[config.mk]
export PLATFORM = sky130hd
export DESIGN_NAME = tnn_core
export DESIGN_NICKNAME = d
export VERILOG_FILES = /design/src/rtl/tnn_core_pkg.sv /design/src/rtl/tnn_dot.sv /design/src/rtl/tnn_core.sv
export SDC_FILE = /design/constraint.sdc
export NUM_CORES = 2
export LEC_CHECK = 0
export BUFFER_PORTS_ARGS = -buffer_cell sky130_fd_sc_hd__buf_2
export CORE_ASPECT_RATIO = 0.7
export CORE_MARGIN = 4
export CORE_UTILIZATION = 50
export DETAILED_ROUTE_END_ITERATION = 10
export GPL_TIMING_DRIVEN = 0
export PLACE_DENSITY = 0.75
export SYNTH_ARGS = -nofsm -noshare
export SYNTH_HDL_FRONTEND = slang
export SYNTH_SLANG_ARGS = --single-unit
[constraint.sdc]
create_clock -name clk -period 68.1 [get_ports clk]
set_input_delay 20.43 -clock clk [delete_from_list [all_inputs] [get_ports clk]]
set_output_delay 20.43 -clock clk [all_outputs]
set_load 0.05 [all_outputs]
[src/rtl/tnn_core_pkg.sv]
// tnn_core shared types and constants.
// Ternary codes, FSM states and score sizing.
package tnn_core_pkg;

  typedef enum logic [1:0] {
    IDLE = 2'd0,
    RUN  = 2'd1,
    DONE = 2'd2
  } state_e;

  localparam logic [1:0] TERN_POS = 2'b01;
  localparam logic [1:0] TERN_NEG = 2'b11;

  function automatic int score_width(
    input int vec_width,
    input int bias_width
  );
    return $clog2(vec_width + 2**(bias_width-1) + 1) + 1;
  endfunction

endpackage

[src/rtl/tnn_dot.sv]
// Combinational ternary dot product plus bias.
// Codes 00/10 contribute nothing.
module tnn_dot
  import tnn_core_pkg::*;
#(
  parameter int VEC_WIDTH  = 64,
  parameter int BIAS_WIDTH = 4,
  parameter int SCORE_W    = 8
) (
  input  logic [2*VEC_WIDTH-1:0] weights,
  input  logic [VEC_WIDTH-1:0]   acts,
  input  logic [BIAS_WIDTH-1:0]  bias,
  output logic [SCORE_W-1:0]     score
);

  localparam logic signed [SCORE_W-1:0] ONE = 1;

  logic signed [SCORE_W-1:0] acc;

  always_comb begin
    acc = SCORE_W'($signed(bias));
    for (int i = 0; i < VEC_WIDTH; i++) begin
      if (weights[2*i +: 2] == TERN_POS) begin
        acc = acts[i] ? acc + ONE : acc - ONE;
      end else if (weights[2*i +: 2] == TERN_NEG) begin
        acc = acts[i] ? acc - ONE : acc + ONE;
      end
    end
  end

  assign score = acc;

endmodule

[src/rtl/tnn_core.sv]
// Ternary-weight MLP inference engine.
// One neuron per cycle, ping-pong activations.
module tnn_core
  import tnn_core_pkg::*;
#(
  parameter int VEC_WIDTH   = 64,
  parameter int NUM_LAYERS  = 3,
  parameter int NUM_CLASSES = 10,
  parameter int BIAS_WIDTH  = 4,
  localparam int ROWS =
    (NUM_LAYERS-1)*VEC_WIDTH + NUM_CLASSES,
  localparam int ADDR_W  = $clog2(ROWS),
  localparam int SCORE_W =
    score_width(VEC_WIDTH, BIAS_WIDTH),
  localparam int CLS_W   = $clog2(NUM_CLASSES)
) (
  input  logic                   clk,
  input  logic                   rst,
  input  logic                   in_valid,
  output logic                   in_ready,
  input  logic [VEC_WIDTH-1:0]   in_vec,
  output logic                   weight_ren,
  output logic [ADDR_W-1:0]      weight_addr,
  input  logic [2*VEC_WIDTH-1:0] weight_data,
  input  logic [BIAS_WIDTH-1:0]  bias_data,
  output logic                   out_valid,
  input  logic                   out_ready,
  output logic [CLS_W-1:0]       out_class,
  output logic [SCORE_W-1:0]     out_score
);

  localparam int HROWS = (NUM_LAYERS-1)*VEC_WIDTH;
  localparam int IDX_W = $clog2(VEC_WIDTH);

  state_e                    state;
  logic [VEC_WIDTH-1:0]      buf_a;
  logic [VEC_WIDTH-1:0]      buf_b;
  logic                      sel;
  logic [VEC_WIDTH-1:0]      act;
  logic                      rd_valid;
  logic [ADDR_W-1:0]         rd_row;
  logic [IDX_W-1:0]          col;
  logic [CLS_W-1:0]          cls;
  logic signed [SCORE_W-1:0] score;
  logic signed [SCORE_W-1:0] best_score;
  logic [CLS_W-1:0]          best_class;
  logic                      hidden;
  logic                      last_row;
  logic                      last_col;
  logic                      take;
  logic                      accept;

  assign in_ready  = (state == IDLE);
  assign out_valid = (state == DONE);
  assign accept    = in_valid && in_ready;

  // sel=0: buffer A feeds the current layer
  assign act      = sel ? buf_b : buf_a;
  assign hidden   = rd_row < ADDR_W'(HROWS);
  assign last_row = rd_row == ADDR_W'(ROWS-1);
  assign last_col = col == IDX_W'(VEC_WIDTH-1);
  assign take     = (cls == '0) ||
                    (score > best_score);

  tnn_dot #(
    .VEC_WIDTH (VEC_WIDTH),
    .BIAS_WIDTH(BIAS_WIDTH),
    .SCORE_W   (SCORE_W)
  ) u_dot (
    .weights(weight_data),
    .acts   (act),
    .bias   (bias_data),
    .score  (score)
  );

  always_ff @(posedge clk) begin
    if (accept) begin
      buf_a <= in_vec;
    end else if (state == RUN && rd_valid
                 && hidden) begin
      if (sel) begin
        buf_a[col] <= (score >= 0);
      end else begin
        buf_b[col] <= (score >= 0);
      end
    end
  end

  always_ff @(posedge clk) begin
    if (rst) begin
      state       <= IDLE;
      weight_ren  <= 1'b0;
      weight_addr <= '0;
      rd_valid    <= 1'b0;
      rd_row      <= '0;
      col         <= '0;
      cls         <= '0;
      sel         <= 1'b0;
      best_score  <= '0;
      best_class  <= '0;
      out_class   <= '0;
      out_score   <= '0;
    end else begin
      rd_valid <= weight_ren;
      rd_row   <= weight_addr;
      unique case (state)
        IDLE: begin
          if (accept) begin
            sel         <= 1'b0;
            weight_ren  <= 1'b1;
            weight_addr <= '0;
            col         <= '0;
            cls         <= '0;
            state       <= RUN;
          end
        end
        RUN: begin
          if (weight_ren) begin
            if (weight_addr == ADDR_W'(ROWS-1)) begin
              weight_ren <= 1'b0;
            end else begin
              weight_addr <= weight_addr + 1'b1;
            end
          end
          if (rd_valid) begin
            if (hidden) begin
              col <= last_col ? '0 : col + 1'b1;
              if (last_col) begin
                sel <= ~sel;
              end
            end else begin
              cls <= cls + 1'b1;
              if (take) begin
                best_score <= score;
                best_class <= cls;
              end
              if (last_row) begin
                out_class <= take ? cls : best_class;
                out_score <= take ? score : best_score;
                state     <= DONE;
              end
            end
          end
        end
        DONE: begin
          if (out_ready) begin
            state <= IDLE;
          end
        end
        default: state <= IDLE;
      endcase
    end
  end

endmodule
* Yosys cells after proc, flatten, opt, wreduce, memory -nomap -nowiden *
Index checks and enable logic that the tools add are counted.

word-level totals
  flip-flop bits (word level) = 183
  input bits = 200
  output and inout bits = 23
  logic and storage cells = 609

operators by class
  add/subtract/negate cells = 131
  magnitude comparators = 5
  eq/ne operators = 142
  muxes and demuxes = 294
  bitwise operators = 3
  reduce and logical (&&, ||, !) cells = 20

operators by type and width
  kind                                                               count
  2-to-1 mux 8 bit                                                   260
  adder 8 x 2 -> 8 bit, second input constant                        63
  subtractor 8 x 2 -> 8 bit, second input constant                   63
  2-to-1 mux 64 bit                                                  4
  == test 2 x 1 -> 1 bit, second input constant                      65
  == test 2 bit, second input constant                               65
  bitwise mux 64 bit                                                 2
  2-to-1 mux 6 bit                                                   4
  == test 8 bit, second input constant                               2
  2-to-1 mux 4 bit                                                   4
  case mux 8 bit (2 select lines)                                    1
  AND reduction 4 bit                                                4
  inequality test 2 bit, second input constant                       7
  case mux 6 bit (2 select lines)                                    1
  2-to-1 mux 2 bit                                                   5
  AND reduction 5 bit                                                2
  adder 8 x 1 -> 8 bit, second input constant                        1
  greater-or-equal comparator 8 x 1 -> 1 bit, second input constant  1
  greater-than comparator 8 bit                                      1
  less-than comparator 8 bit, second input constant                  1
  2-to-1 mux 1 bit                                                   8
  case mux 4 bit (2 select lines)                                    1
  less-than comparator 6 x 7 -> 1 bit, second input constant         1
  adder 6 x 1 -> 6 bit, second input constant                        1
  other kinds (17)                                                   28

* Logic depth before layout (Yosys ltp) *
  depth in word-level cells = 261
  mapped depth = 338
  depth with buffers taken out = 336

* Modules after synthesis *
A second synthesis with hierarchy kept.

second synthesis, totals
  cells, all modules = 4309
  area total of the unflattened synthesis = 33493.4 µm²

modules (own cells, without submodules)
  module    times used  cells an instance  area each (µm²)  sequential area each (µm²)
  tnn_dot   1           3454               24408.4          0.0
  tnn_core  1           855                9085.0           4944.7

* Worst setup path before layout *
No wires, ideal clock.

  path type = input to register
  start = input port bias_data[0]
  end = register best_class[3]
  library setup time = 128 ps
  arrival = 70985 ps
  required time = 67972 ps
  setup slack = -3013 ps
  stages on the path = 315
  buffers on the path = 2
  cell sequence = buf_6 inv_1 ha_1 or3b_1 a21oi_1 or3_1 ha_1 or3b_2 mux2i_1 a311oi_1 o21a_1 inv_1 ha_1 nand2b_1 mux2_2 o21ai_0 ha_1 mux2i_1 [279 not listed] o21a_1 ha_1 xnor2_1 a21oi_1 ha_1 nor2b_1 o21a_1 o21ai_0 nand2b_1 a21oi_1 nor2b_1 o21ai_0 a21oi_1 a21oi_1 nand2b_1 clkbuf_1 mux2i_1 nor2_1

between the ends
  longest elaborated chain between the ends = 259
  elaborated cells between the ends (all ways) = 387
  classes of those cells = add/sub: 128; order compare: 1; mux: 257; reduce/logical: 1

ends and longest elaborated chain
  item                                                                      RTL line                      RTL
  start, declared                                                           tnn_core.sv:25                input logic [BIAS_WIDTH-1:0] bias_data,
  adder 4 x 2 -> 5 bit / subtractor 4 x 2 -> 5 bit (equally long branches)  tnn_dot.sv:24, tnn_dot.sv:26
  2-to-1 mux 8 bit                                                          tnn_dot.sv:26                 acc = acts[i] ? acc - ONE : acc + ONE;
  2-to-1 mux 8 bit                                                          tnn_dot.sv:25                 end else if (weights[2*i +: 2] == TERN_NEG) begin
  2-to-1 mux 8 bit *                                                        tnn_dot.sv:23                 if (weights[2*i +: 2] == TERN_POS) begin
  adder 8 x 2 -> 8 bit / subtractor 8 x 2 -> 8 bit (equally long branches)  tnn_dot.sv:24, tnn_dot.sv:26
  2-to-1 mux 8 bit                                                          tnn_dot.sv:26
  2-to-1 mux 8 bit                                                          tnn_dot.sv:25
  2-to-1 mux 8 bit *                                                        tnn_dot.sv:23
  [243 not listed]                                                          --
  2-to-1 mux 8 bit *                                                        tnn_dot.sv:23
  adder 8 x 2 -> 8 bit / subtractor 8 x 2 -> 8 bit (equally long branches)  tnn_dot.sv:24, tnn_dot.sv:26
  2-to-1 mux 8 bit                                                          tnn_dot.sv:26
  2-to-1 mux 8 bit                                                          tnn_dot.sv:25
  2-to-1 mux 8 bit *                                                        tnn_dot.sv:23
  greater-than comparator 8 bit *                                           tnn_core.sv:63                (score > best_score);
  logical OR 1 bit *                                                        tnn_core.sv:62                assign take = (cls == '0) ||
  2-to-1 mux 4 bit *                                                        --
  end signal, assigned                                                      tnn_core.sv:135               best_class <= cls;
  end, declared                                                             tnn_core.sv:46                logic [CLS_W-1:0] best_class;

Every way passes the cells marked *; elsewhere a longest branch is shown, timed or not.
A chain may end at the register's enable or synchronous reset.

* Worst setup path after layout *
  start = input port bias_data[0]
  end = register best_score[1]

between the ends
  longest elaborated chain between the ends = 259
  elaborated cells between the ends (all ways) = 387
  classes of those cells = add/sub: 128; order compare: 1; mux: 257; reduce/logical: 1

ends and longest elaborated chain
  item                                                                      RTL line                      RTL
  adder 4 x 2 -> 5 bit / subtractor 4 x 2 -> 5 bit (equally long branches)  tnn_dot.sv:24, tnn_dot.sv:26
  2-to-1 mux 8 bit                                                          tnn_dot.sv:26
  2-to-1 mux 8 bit                                                          tnn_dot.sv:25
  2-to-1 mux 8 bit *                                                        tnn_dot.sv:23
  adder 8 x 2 -> 8 bit / subtractor 8 x 2 -> 8 bit (equally long branches)  tnn_dot.sv:24, tnn_dot.sv:26
  2-to-1 mux 8 bit                                                          tnn_dot.sv:26
  2-to-1 mux 8 bit                                                          tnn_dot.sv:25
  2-to-1 mux 8 bit *                                                        tnn_dot.sv:23
  [243 not listed]                                                          --
  2-to-1 mux 8 bit *                                                        tnn_dot.sv:23
  adder 8 x 2 -> 8 bit / subtractor 8 x 2 -> 8 bit (equally long branches)  tnn_dot.sv:24, tnn_dot.sv:26
  2-to-1 mux 8 bit                                                          tnn_dot.sv:26
  2-to-1 mux 8 bit                                                          tnn_dot.sv:25
  2-to-1 mux 8 bit *                                                        tnn_dot.sv:23
  greater-than comparator 8 bit                                             tnn_core.sv:63
  logical OR 1 bit                                                          tnn_core.sv:62
  2-to-1 mux 8 bit *                                                        tnn_core.sv:133               if (take) begin
  end signal, assigned                                                      tnn_core.sv:134               best_score <= score;
  end, declared                                                             tnn_core.sv:45                logic signed [SCORE_W-1:0] best_score;

Marks and branches as above.

==> results.yml <==
setup_path:
  start_kind: "input pin"
  arrival_ps: 70460
  critPathKind: "in -> reg"
  crit_top_cell: "ha_4"
  cp_max_fo: 5
  endpoint_kind: "flop"
  cp_slowest_stage_delay_ps: 410
  cpMaxStageDelayCell: "or3b_4"
  cp.required_ps: 68390
clock_network:
  cts_max_level: 4
  tritoncts: "yes"
  clk_path_buf_depth: 2
  clkSlewWorstSetupHoldPaths_ps: 60
  cts_sinks: 183
  clock_latency_ps: 430
  cts_made_buffers: 17
  root_buffer: "clkbuf_16"
  hold_buffers: 0
synth:
  synth_cell_types: 117
  yosys_warnings: 0
  async_flop_share_pct: 0
  ys.flop_type: "edfxtp_1"
  synth_fp_nets: 4752
  ys_seq_area_share_pct: 14.7
  netlist_instances: 4412
  synth_edf_count: 128
  ys_ff_latch: 183
  synth_area_sq_um: 33600
  syn_avg_cell_area_sq_um: 7.63
sta:
  hold_viol: 0
  max_freq_mhz: 14.3
  relSlewSlack_pct: 17.3
  final.min_clock_period_ps: 70170
  maxSlewViolCount: 0
  rsz0062_at_grt: "yes"
  tightest_slew_ps: 1230
  fin_skew_ps: 14.8
  worst_slack_ps: -2070
  period_share_pct: 103
  setup_viol: 152
floorplanning:
  die-area_sq_um: 71600
  die_y_um: 225
  rows: 79
  die_x_um: 318
  coreArea_sq_um: 66500
  ios: 223
  start_util_pct: 50.6
place:
  hpwl_um: 83800
  port_buffers: 194
  placed_area_sq_um: 36000
  gp_congestion: 0.949
route:
  wl_per_cell_um: 19.3
  drt-total-wl_um: 112000
  detail_route.first_pass.iterations: 7
  final_antenna_net_count: 0
  drc_errors: 0
  drt_iter0_markers: 4204
  via_per_inst: 6.15
  vias: 35700
outcome:
  outcome: "finished, violations left"
  violations: "negative setup slack"
final_layout:
  nets: 5230
  stdcell_area_sq_um: 40400
  drive_above_1_share_pct: 20.9
  synthToLayoutAreaGrowth_pct: 20.2
global_route:
  grt_pass1_wl_um: 167000
  antenna_found_initial: 18
  grt_max_degree: 65
  grtUsageTotal_pct: 28.3
  grt-ovfl-total: 0
  grt_pass1_vias: 30800
flow_run:
  cap_violations: 0
hold_path:
  hp-class: "reg -> reg"
-- state kept, by name, indices dropped and copies added (netlist names), 6 cells and up --
signal	flops
buf_a	64
buf_b	64
best_score	8
out_score	8
rd_row	8
weight_addr	8
col	6
-- synthesized netlist by cell type, drive strengths merged, types with 57 or more instances --
master / n / area (sq um)
nand3: 168 / 841
and3: 107 / 669
nor4: 61 / 388
edfxtp: 128 / 3840
xnor2: 348 / 3320
ha: 140 / 1750
nand4: 57 / 363
clkbuf: 123 / 479
o21ai: 304 / 1520
mux2i: 183 / 1890
o31ai: 86 / 1020
xnor3: 63 / 1440
inv: 198 / 743
a21oi: 139 / 699
nor3: 146 / 746
xor2: 214 / 1980
nor2b: 58 / 363
nand2: 622 / 2340
o211ai: 65 / 488
nor2: 409 / 1550
-- layout make-up --
class / instances / area (sq um)
multi-input combinational: 3854 / 29100
fill: 5656 / 26100
sequential: 183 / 4940
timing repair buffer: 459 / 3010
tap: 891 / 1110
buffer: 176 / 932
inverter: 199 / 778
clock buffer: 20 / 437
clock inverter: 12 / 80.1
antenna: 14 / 35.0
-- routing by layer --
layer	global-route usage, %	part of all wire (%)	vias to the layer above
met5	0	0.024	-
met4	8.40	3.3	4
met3	5.55	10	244
met2	41.6	42	1821
met1	41.8	44	16700
li1	-	-	16900
-- logic make-up after synthesis --
logic type      count (synthesis)  synth area share, %
mux                           229                 7.17
compound gates                898                 18.5
simple gates                 1946                 28.4
flops                         183                 14.7
buf+inv                       375                 4.85
fa+ha+maj                     140                 5.21
xor+xnor                      641                 21.2
-- critical path: cells and delay by family --
kind / cells / cell delay [ps]
and+or+nand+nor: 82 / 9600
xor gates and xnor gates: 5 / 720
buffers and inverters: 22 / 1660
muxes: 17 / 2770
AOI/OAI and AO/OA: 117 / 18080
adders and majority gates: 65 / 17040
-- worst paths after layout --
path | to | cells past startpoint | slack (ps) | start
min reg2reg | best_score[3]$_SDFFE_PP0P_ | 2 | 460 | best_score[3]$_SDFFE_PP0P_
max reg2reg | best_score[1]$_SDFFE_PP0P_ | 305 | 17620 | sel$_SDFFE_PP0P_
max | best_score[1]$_SDFFE_PP0P_ | 308 | -2070 | bias_data[0]
min | best_score[3]$_SDFFE_PP0P_ | 2 | 460 | best_score[3]$_SDFFE_PP0P_
-- metrics by stage --
stage	cells	utilization [%]	setup WS, ps	TNS (ps)	hold WS (ps)
after floorplan	4412	-	0.192	0	436
after global placement	5497	54.1	-7150	-947200	443
after detailed placement	5499	54.1	-7850	-1054140	451
after CTS	5686	57.6	-2290	-213570	461
after global routing	5803	60.8	-4350	-521840	495
final	5808	60.8	-2070	-192450	463
-- cells in the final DEF (no fill, tap or decap), types with 33 or more instances in the layout --
| cell | instances |
|---|---|
| nand2_1 | 588 |
| nor2_1 | 385 |
| xnor2_1 | 313 |
| buf_4 | 267 |
| buf_2 | 207 |
| o21ai_0 | 205 |
| xor2_1 | 200 |
| inv_1 | 168 |
| nand3_1 | 167 |
| mux2i_1 | 165 |
| nor3_1 | 140 |
| edfxtp_1 | 128 |
| clkbuf_1 | 120 |
| and3_1 | 107 |
| a21oi_1 | 104 |
| ha_1 | 76 |
| o211ai_1 | 65 |
| ha_4 | 64 |
| nor4_1 | 58 |
| nor2b_1 | 57 |
| nand4_1 | 56 |
| dfxtp_1 | 55 |
| o31ai_1 | 52 |
| xnor3_1 | 50 |
| o21ai_1 | 49 |
| and2_1 | 42 |
| nand2b_1 | 42 |
| o21ai_2 | 38 |
| mux2_2 | 38 |
| nor3b_1 | 33 |
-- repair_timing --
action / CTS / global route
cloned: 0 / 2
buffers inserted: 155 / 109
endpoints found under the setup margin: 152 / 152
resized for setup: 131 / 243
pin swaps: 94 / 199
Power is not shown: default switching activity piles up to over one toggle a cycle in this logic, so the estimate is an artifact.
